## src/rtl/panda_wb_pkg.sv

```systemverilog
// Shared types and constants for the panda register-file writeback path.
// The top level (panda_regfile_wb_arbiter) honours the PANDA_WB_BYPASS_EN macro.
package panda_wb_pkg;

  localparam int RegWidth = 32;
  localparam int RegAddrW = 5;

  localparam logic PrioA = 1'b0;
  localparam logic PrioB = 1'b1;

  typedef struct packed {
    logic [RegAddrW-1:0] addr;
    logic [RegWidth-1:0] data;
  } wb_req_t;

endpackage

```

## src/rtl/panda_rr_arbiter2.sv

```systemverilog
// Two-requester round-robin arbiter: req[0] is port A, req[1] is port B.
// A grant passes priority to the other requester; no grant holds it.
module panda_rr_arbiter2
  import panda_wb_pkg::*;
(
  input  logic       clk_i,
  input  logic       rst_i,
  input  logic [1:0] req,
  output logic [1:0] gnt
);

  logic prio;

  always_comb begin
    // NOTE: every output of a combinational block gets a default first so no path infers a latch.
    gnt = 2'b00;
    if (req[0] && (!req[1] || prio == PrioA)) begin
      gnt[0] = 1'b1;
    end else if (req[1]) begin
      gnt[1] = 1'b1;
    end
  end

  always_ff @(posedge clk_i) begin
    // NOTE: flops use non-blocking assignments so every register samples pre-edge values.
    if (rst_i) begin
      prio <= PrioA;
    end else if (gnt[0]) begin
      prio <= PrioB;
    end else if (gnt[1]) begin
      prio <= PrioA;
    end
  end

endmodule

```

## src/rtl/panda_regfile_wb_arbiter.sv

```systemverilog
// Shares the register-file write port between writeback ports A and B.
// Define PANDA_WB_BYPASS_EN to forward the in-flight write to rs1/rs2.
module panda_regfile_wb_arbiter #(
  parameter int Width    = 32,
  parameter int Depth    = 32,
  parameter int CntWidth = 16,
  localparam int AddrW   = $clog2(Depth)
) (
  input  logic                clk_i,
  input  logic                rst_i,
  input  logic                a_valid_i,
  output logic                a_ready_o,
  input  logic [AddrW-1:0]    a_addr_i,
  input  logic [Width-1:0]    a_data_i,
  input  logic                b_valid_i,
  output logic                b_ready_o,
  input  logic [AddrW-1:0]    b_addr_i,
  input  logic [Width-1:0]    b_data_i,
  output logic [AddrW-1:0]    rd_addr_o,
  output logic [Width-1:0]    rd_data_o,
  output logic                rd_we_o,
  input  logic [AddrW-1:0]    rs1_addr_i,
  input  logic [Width-1:0]    rs1_data_i,
  output logic [Width-1:0]    rs1_data_o,
  input  logic [AddrW-1:0]    rs2_addr_i,
  input  logic [Width-1:0]    rs2_data_i,
  output logic [Width-1:0]    rs2_data_o,
  output logic [CntWidth-1:0] conflict_cnt_o
);

  localparam logic [CntWidth-1:0] CntMax = '1;

  logic [1:0] gnt;

  panda_rr_arbiter2 u_arb (
    .clk_i (clk_i),
    .rst_i (rst_i),
    .req   ({b_valid_i, a_valid_i}),
    .gnt   (gnt)
  );

  assign a_ready_o = gnt[0];
  assign b_ready_o = gnt[1];

  // Writes to x0 are accepted but never raise the write enable.
  always_ff @(posedge clk_i) begin
    if (rst_i) begin
      rd_we_o   <= 1'b0;
      rd_addr_o <= '0;
      rd_data_o <= '0;
    end else if (gnt[0]) begin
      rd_we_o   <= (a_addr_i != '0);
      rd_addr_o <= a_addr_i;
      rd_data_o <= a_data_i;
    end else if (gnt[1]) begin
      rd_we_o   <= (b_addr_i != '0);
      rd_addr_o <= b_addr_i;
      rd_data_o <= b_data_i;
    end else begin
      rd_we_o   <= 1'b0;
    end
  end

  always_ff @(posedge clk_i) begin
    if (rst_i) begin
      conflict_cnt_o <= '0;
    end else if (a_valid_i && b_valid_i && conflict_cnt_o != CntMax) begin
      conflict_cnt_o <= conflict_cnt_o + 1'b1;
    end
  end

`ifdef PANDA_WB_BYPASS_EN
  assign rs1_data_o = (rd_we_o && rd_addr_o == rs1_addr_i && rs1_addr_i != '0) ? rd_data_o
                                                                              : rs1_data_i;
  assign rs2_data_o = (rd_we_o && rd_addr_o == rs2_addr_i && rs2_addr_i != '0) ? rd_data_o
                                                                              : rs2_data_i;
`else
  // Read addresses only matter for forwarding; keep them tied off here.
  logic unused_rs_addr;
  assign unused_rs_addr = ^{rs1_addr_i, rs2_addr_i};
  assign rs1_data_o     = rs1_data_i;
  assign rs2_data_o     = rs2_data_i;
`endif

endmodule

```

## config.mk

```make
export PLATFORM = sky130hd
export DESIGN_NAME = panda_regfile_wb_arbiter
export DESIGN_NICKNAME = d
export VERILOG_FILES = /design/src/rtl/panda_wb_pkg.sv /design/src/rtl/panda_rr_arbiter2.sv /design/src/rtl/panda_regfile_wb_arbiter.sv
export SDC_FILE = /design/constraint.sdc
export NUM_CORES = 1
export LEC_CHECK = 0
export BUFFER_PORTS_ARGS = -buffer_cell sky130_fd_sc_hd__buf_2
export CORE_MARGIN = 10
export CORE_UTILIZATION = 34
export CTS_BUF_LIST = sky130_fd_sc_hd__clkbuf_16
export DETAILED_ROUTE_END_ITERATION = 16
export PLACE_DENSITY = 0.86
export SLEW_MARGIN = 20
export SYNTH_ARGS = -nofsm -noshare
export SYNTH_HDL_FRONTEND = slang
export SYNTH_SLANG_ARGS = --single-unit
```

## constraint.sdc

```tcl
create_clock -name clk_i -period 1.7 [get_ports clk_i]
set_input_delay 0.34 -clock clk_i [delete_from_list [all_inputs] [get_ports clk_i]]
set_output_delay 0.34 -clock clk_i [all_outputs]
set_load 0.05 [all_outputs]
```

==> impl_metrics.yaml, run 1 <==
status:
  outcome: "finished clean"
floorplanning:
  fp.dieW_um: 113
  dieArea_um2: 12900
  core_um2: 8590
  rows: 34
  start_util_pct: 34.5
  ioPinCount: 272
  die_h_um: 113
clock_network:
  clock_latency_ps: 290
  cts.path.max_buffers: 2
  tritoncts: "done"
  htreeDepth: 2
  numCtsBuffers: 5
  clkTransAtPathRegs_ps: 70
  cts_num_sinks: 55
  postCtsHoldBufs: 0
  cts_root_buf: "clkbuf_16"
finish:
  areaGrowthSynthToFinish_pct: 22.0
  drive_above_1_share_pct: 45.0
  n_antenna_cell: 0
  fin_area_um2: 3620
  nNetsFinal: 561
synth:
  yosysTopAreaCellShare_pct: 37.1
  synth_flop_cell: "dfxtp_1"
  yosysUniqueCellTypes: 34
  ys_top_cells_by_count: "buf_4, dfxtp_1, nor2_1"
  yosysSeqAreaShare_pct: 37.1
  syn_avg_cell_area_um2: 8.85
  synth_edf_count: 0
  ys_ff_latch: 55
  syn-num-nets: 488
  synthArstFlopShare_pct: 0
  synth_most_common_cell: "buf_4"
  yosys.area.top_type: "dfxtp_1"
  yosysWarnings: 0
  synth.cell_area_um2: 2970
  yosys-top-cells-area: "dfxtp_1, buf_4, mux2i_1, a211oi_1, nor2_1"
  netlist_instances: 335
job:
  maxCapViolations: 0
placed_design:
  dp_hpwl_um: 6990
  finalWeightedCongestion: 0.791
  portBuffers: 133
  place_area_um2: 3420
critical_path:
  cp_slowest_cell: "or4_4"
  worstSetupStartpointType: "register"
  rr_endpoint: "conflict_cnt_o[13]$_SDFFE_PP0P_"
  startpoint: "conflict_cnt_o[5]$_SDFFE_PP0P_"
  slowest_delay_ps: 570
  crit_family: "simple AND/OR/NAND/NOR gates"
  crit_fanout: 6
  worstSetupEndpointType: "register"
  r2r_cells: 4
  cp.arrival_ps: 1860
  reg2reg_from: "conflict_cnt_o[5]$_SDFFE_PP0P_"
  path_buf_inv: 0
  cp_cell_sequence: "nand3_4 -> or4_4 -> or4_1 -> a21oi_1"
  reg2reg_slack_ps: 50
  critPathKind: "reg -> reg"
  worstPathRequired_ps: 1910
drt:
  num_vias: 2665
  routedWlPerCell_um: 16.9
  drc: 0
  ant_nets: 0
  vias_per_cell: 5.15
  drt_iter0_markers: 143
  drt_wl_total_um: 8720
  drtPass1Iterations: 4
power:
  intPower_mw: 2.21
  p_sw_share_pct: 31.1
  p_leak_nw: 1.69
  power_density_nw_per_um2: 887
  p_total_mw: 3.21
  combPwrFrac_pct: 22.8
  switchingPower_mw: 0.998
  clkPwrFrac_pct: 33.7
  seq_power_share_pct: 43.4
  vdd_ir_drop_max_uv: 444
grt:
  grt_max_degree: 41
  grt-ovfl-total: 0
  grtUsageTotal_pct: 12.6
  grt_pass1_vias: 2756
  antenna_found_initial: 0
  grt_first_pass_wirelength_um: 13700
sta:
  slew_headroom_pct: 58.9
  fmax_ghz: 0.607
  hold_viol_final: 0
  finalCriticalPeriod_ps: 1650
  fin_crit_sh_pct: 97.0
  worst_pin_slew_ps: 616
  rsz0062_at_grt: "yes"
  setup_viol: 0
  clock-skew-final_ps: 10.1
  maxSlewViolCount: 0
hold_path:
  min_path_type: "in -> reg"
  min_from: "rst_i"
  hold_path_end: "conflict_cnt_o[10]$_SDFFE_PP0P_"
  hold_path_depth: 2
==> area by class of cell <==
type | instances | area (um2)
Timing Repair Buffer | 149 | 788
Clock buffer | 6 | 150
Fill cell | 835 | 4980
Clock inverter | 2 | 8.76
Inverter | 4 | 18.8
Tap cell | 108 | 135
Multi-Input combinational cell | 193 | 1360
Sequential cell | 55 | 1160
==> kinds of logic after synthesis <==
kind of cell,count (synthesis),share of synthesized area [%]
AO/OA/AOI/OAI,63,14.9
AND/OR/NAND/NOR,88,14.5
adder cells (fa/ha/maj),1,0.422
multiplexers,40,13.5
buffers and inverters,87,19.2
XOR/XNOR,1,0.295
flip-flops,55,37.1
==> state kept, by name (all words and copies together) (netlist names) <==
register,flops
rd_data_o,32
u_arb.prio,1
rd_we_o,1
rd_addr_o,5
conflict_cnt_o,16
==> stage by stage <==
stage	util, %	hold slack (ps)	setup WS [ps]	std cells	TNS, ps
global placement	39.7	476	11.9	506	0
floorplan	-	484	-77.1	335	-145
global route	42.1	304	-15.4	517	-28.2
finish	42.1	297	51.6	517	0
detailed placement	39.7	485	-43.6	506	-59.7
CTS	41.6	288	20.5	514	0
==> layout by cell type (no fill, tap or decap), types with 2 or more instances in the layout <==
| cell type | netlist | final |
|---|---|---|
| a211oi_1 | 38 | 38 |
| nand3_1 | 5 | 4 |
| nor3_1 | 3 | 2 |
| dfxtp_4 | 0 | 14 |
| nor4_1 | 3 | 3 |
| buf_4 | 64 | 16 |
| nand2_2 | 0 | 2 |
| or3_1 | 6 | 6 |
| buf_2 | 3 | 132 |
| clkbuf_16 | 0 | 6 |
| o21ai_0 | 6 | 6 |
| dfxtp_2 | 0 | 2 |
| or4_1 | 4 | 4 |
| o31ai_1 | 4 | 4 |
| dfxtp_1 | 55 | 39 |
| mux2i_1 | 39 | 39 |
| nor2_1 | 47 | 46 |
| nand2_1 | 6 | 4 |
| a21oi_1 | 9 | 9 |
| and3_1 | 2 | 2 |
| a31oi_1 | 3 | 3 |
| nand4_1 | 5 | 5 |
| inv_1 | 4 | 3 |
==> what timing repair did <==
action | in CTS | in global routing
endpoints found under the setup margin | 4 | 11
buffers inserted | 0 | 3
pin swaps | 1 | 7
resized for setup | 0 | 4
==> worst max-delay path by stage <==
stage | depth (start not counted) | slack (ps) | endpoint
floorplan | 7 | -80 | b_ready_o
global placement | 5 | 10 | conflict_cnt_o[1]$_SDFFE_PP0P_
detailed placement | 5 | -40 | conflict_cnt_o[1]$_SDFFE_PP0P_
CTS | 5 | 20 | conflict_cnt_o[1]$_SDFFE_PP0P_
global route | 6 | -20 | conflict_cnt_o[0]$_SDFFE_PP0P_
finish | 4 | 50 | conflict_cnt_o[13]$_SDFFE_PP0P_
==> power groups by stage <==
| stage | clock (mW) | combinational, mW | sequential (mW) |
|---|---|---|---|
| after floorplan | 0 | 0.642 | 1.69 |
| after global placement | 0 | 0.714 | 1.42 |
| final | 1.08 | 0.732 | 1.39 |
| after detailed placement | 0 | 0.731 | 1.42 |
| after CTS | 1.13 | 0.732 | 1.39 |
| after global routing | 1.16 | 0.786 | 1.40 |
==> worst reg2reg max path, cell delays in order, from the launching register on <==
cell	delay, ps
dfxtp_4	380
nand3_4	80
or4_4	570
or4_1	410
a21oi_1	140
==> layer usage <==
| metal | vias to the layer above | track usage [%] | wire length [um] |
|---|---|---|---|
| met5 | - | 0 | 0 |
| met4 | 0 | 4.31 | 120 |
| met3 | 12 | 7.93 | 1170 |
| met2 | 163 | 20.6 | 4110 |
| met1 | 1207 | 12.8 | 3320 |
| li1 | 1283 | - | - |
Power figures use the tool's default switching activity.
==> inputs of run 2 (changes only) <==
--- a/config.mk
+++ b/config.mk
@@ -6,11 +6,13 @@
 export NUM_CORES = 1
 export LEC_CHECK = 0
 export BUFFER_PORTS_ARGS = -buffer_cell sky130_fd_sc_hd__buf_2
+export CAP_MARGIN = 40
 export CORE_MARGIN = 10
 export CORE_UTILIZATION = 34
 export CTS_BUF_LIST = sky130_fd_sc_hd__clkbuf_16
 export DETAILED_ROUTE_END_ITERATION = 16
-export PLACE_DENSITY = 0.86
+export PLACE_DENSITY_LB_ADDON = 0.08
+export RECOVER_POWER = 25
 export SLEW_MARGIN = 20
 export SYNTH_ARGS = -nofsm -noshare
 export SYNTH_HDL_FRONTEND = slang
==> impl_metrics.yaml, run 2 (synthesized netlist as in run 1, its figures left out) <==
floorplanning:
  die_h_um: 113
  fp.dieW_um: 113
  rows: 34
  core_um2: 8590
  start_util_pct: 34.5
  dieArea_um2: 12900
  ioPinCount: 272
placed_design:
  dp_hpwl_um: 6320
  portBuffers: 133
  placed_cells: 511
  place_ws_ps: -9.17
  finalWeightedCongestion: 0.715
critical_path:
  reg2reg_slack_ps: 50
  worstSetupEndpointType: "register"
  crit_family: "simple AND/OR/NAND/NOR gates"
  slowest_delay_ps: 570
  cp_slowest_cell: "or4_4"
  path_buf_inv: 0
  worstPathRequired_ps: 1920
  critPathKind: "reg -> reg"
  cp.arrival_ps: 1860
  worstSetupStartpointType: "register"
  cp_cell_sequence: "nand3_4 -> or4_4 -> or4_1 -> a21oi_1"
  crit_fanout: 6
  startpoint: "conflict_cnt_o[4]$_SDFFE_PP0P_"
  reg2reg_from: "conflict_cnt_o[4]$_SDFFE_PP0P_"
clock_network:
  cts_root_buf: "clkbuf_16"
  cts.path.max_buffers: 2
  clock_latency_ps: 290
  clkTransAtPathRegs_ps: 70
  htreeDepth: 2
  cts_num_sinks: 55
  postCtsHoldBufs: 0
  numCtsBuffers: 5
  tritoncts: "done"
drt:
  drc: 0
  ant_nets: 0
  vias_per_cell: 4.87
  routedWlPerCell_um: 16.0
  drt_wl_total_um: 8310
  num_vias: 2531
  drtPass1Iterations: 4
  drt_iter0_markers: 73
finish:
  final_common_cell: "buf_2"
  areaGrowthSynthToFinish_pct: 23.5
  reg_top3: "rd_data_o: 32 flops, conflict_cnt_o: 16 flops, rd_addr_o: 5 flops"
  drive_above_1_share_pct: 45.9
  n_fill_cell: 877
  n_antenna_cell: 0
  final_util_pct: 42.6
  top_register: "rd_data_o"
  nNetsFinal: 564
  mostFrequentLayoutCells: "buf_2, nor2_1, mux2i_1, dfxtp_1, a211oi_1"
  largest_reg_flops: 32
  finalNonFillerCells: 520
power:
  vdd_ir_drop_max_uv: 446
  power_density_nw_per_um2: 854
  p_leak_nw: 1.71
sta:
  setup_viol: 0
  fin_crit_sh_pct: 96.8
  maxSlewViolCount: 0
  hold_slack_ps: 327
  worst_pin_slew_ps: 371
  finalCriticalPeriod_ps: 1650
  slew_headroom_pct: 75.3
  hold_viol_final: 0
  fmax_ghz: 0.607
  clock-skew-final_ps: 3.96
  rsz0062_at_grt: "yes"
  layout_setup_ws_ps: 53.6
job:
  maxCapViolations: 0
grt:
  grtUsageTotal_pct: 12.1
  antenna_found_initial: 0
  grt_pass1_vias: 2598
  grt_first_pass_wirelength_um: 13100
  grt-ovfl-total: 0
  grt_max_degree: 77
status:
  outcome: "finished clean"
hold_path:
  min_path_type: "in -> reg"
  min_from: "a_data_i[20]"
## run 2: final timing paths
path                                                        end  depth (start not counted)
worst max-delay path            conflict_cnt_o[13]$_SDFFE_PP0P_                          4
worst min register to register  conflict_cnt_o[10]$_SDFFE_PP0P_                          2
worst min-delay path                 rd_data_o[20]$_SDFFE_PP0P_                          3
worst max register to register  conflict_cnt_o[13]$_SDFFE_PP0P_                          4
## run 2: cell type report
class / instances / area [um2] / area share [%]
Clock buffer: 5 / 125 / 3.42
Clock inverter: 3 / 15.0 / 0.410
Inverter: 4 / 18.8 / 0.513
Multi-Input combinational cell: 193 / 1380 / 37.6
Sequential cell: 55 / 1160 / 31.6
Tap cell: 108 / 135 / 3.69
Timing Repair Buffer: 152 / 836 / 22.8
## run 2: metal layers
layer  global-route usage, %  routed length, um  share of wire [%]
met1                    13.3               3460                 42
met2                    19.5               3860                 46
met3                    6.98                919                 11
met4                    3.38                 75               0.90
met5                       0                  0                  0
## run 2: worst min-delay path, cell delays in order
cell and delay (ps):
buf_2 100, nor2_1 90, a211oi_1 50
## run 2: what timing repair did
action / 4_1_cts / 5_1_grt
buffers inserted: 0 / 1
resized for setup: 0 / 7
endpoints found under the setup margin: 3 / 8
hold endpoints to repair: 0 / 0
pin swaps: 1 / 5
gates cloned: 0 / 0
## run 2: report_power, final
group	internal, mW	leakage (nW)	switching [mW]
clock	0.540	0.0753	0.463
sequential	1.35	0.467	0.0402
combinational	0.238	1.17	0.497
total	2.13	1.71	1.00
## run 2: metrics by stage
| stage | area (um2) | total power, mW | TNS [ps] |
|---|---|---|---|
| 4_1_cts | 3620 | 3.19 | 0 |
| 6_report | 3660 | 3.13 | 0 |
| 3_5_place_dp | 3480 | 2.16 | -9.17 |
| 5_1_grt | 3660 | 3.28 | -15.1 |
| 2_1_floorplan | 3100 | 2.33 | -145 |
| 3_3_place_gp | 3480 | 2.15 | -8.00 |
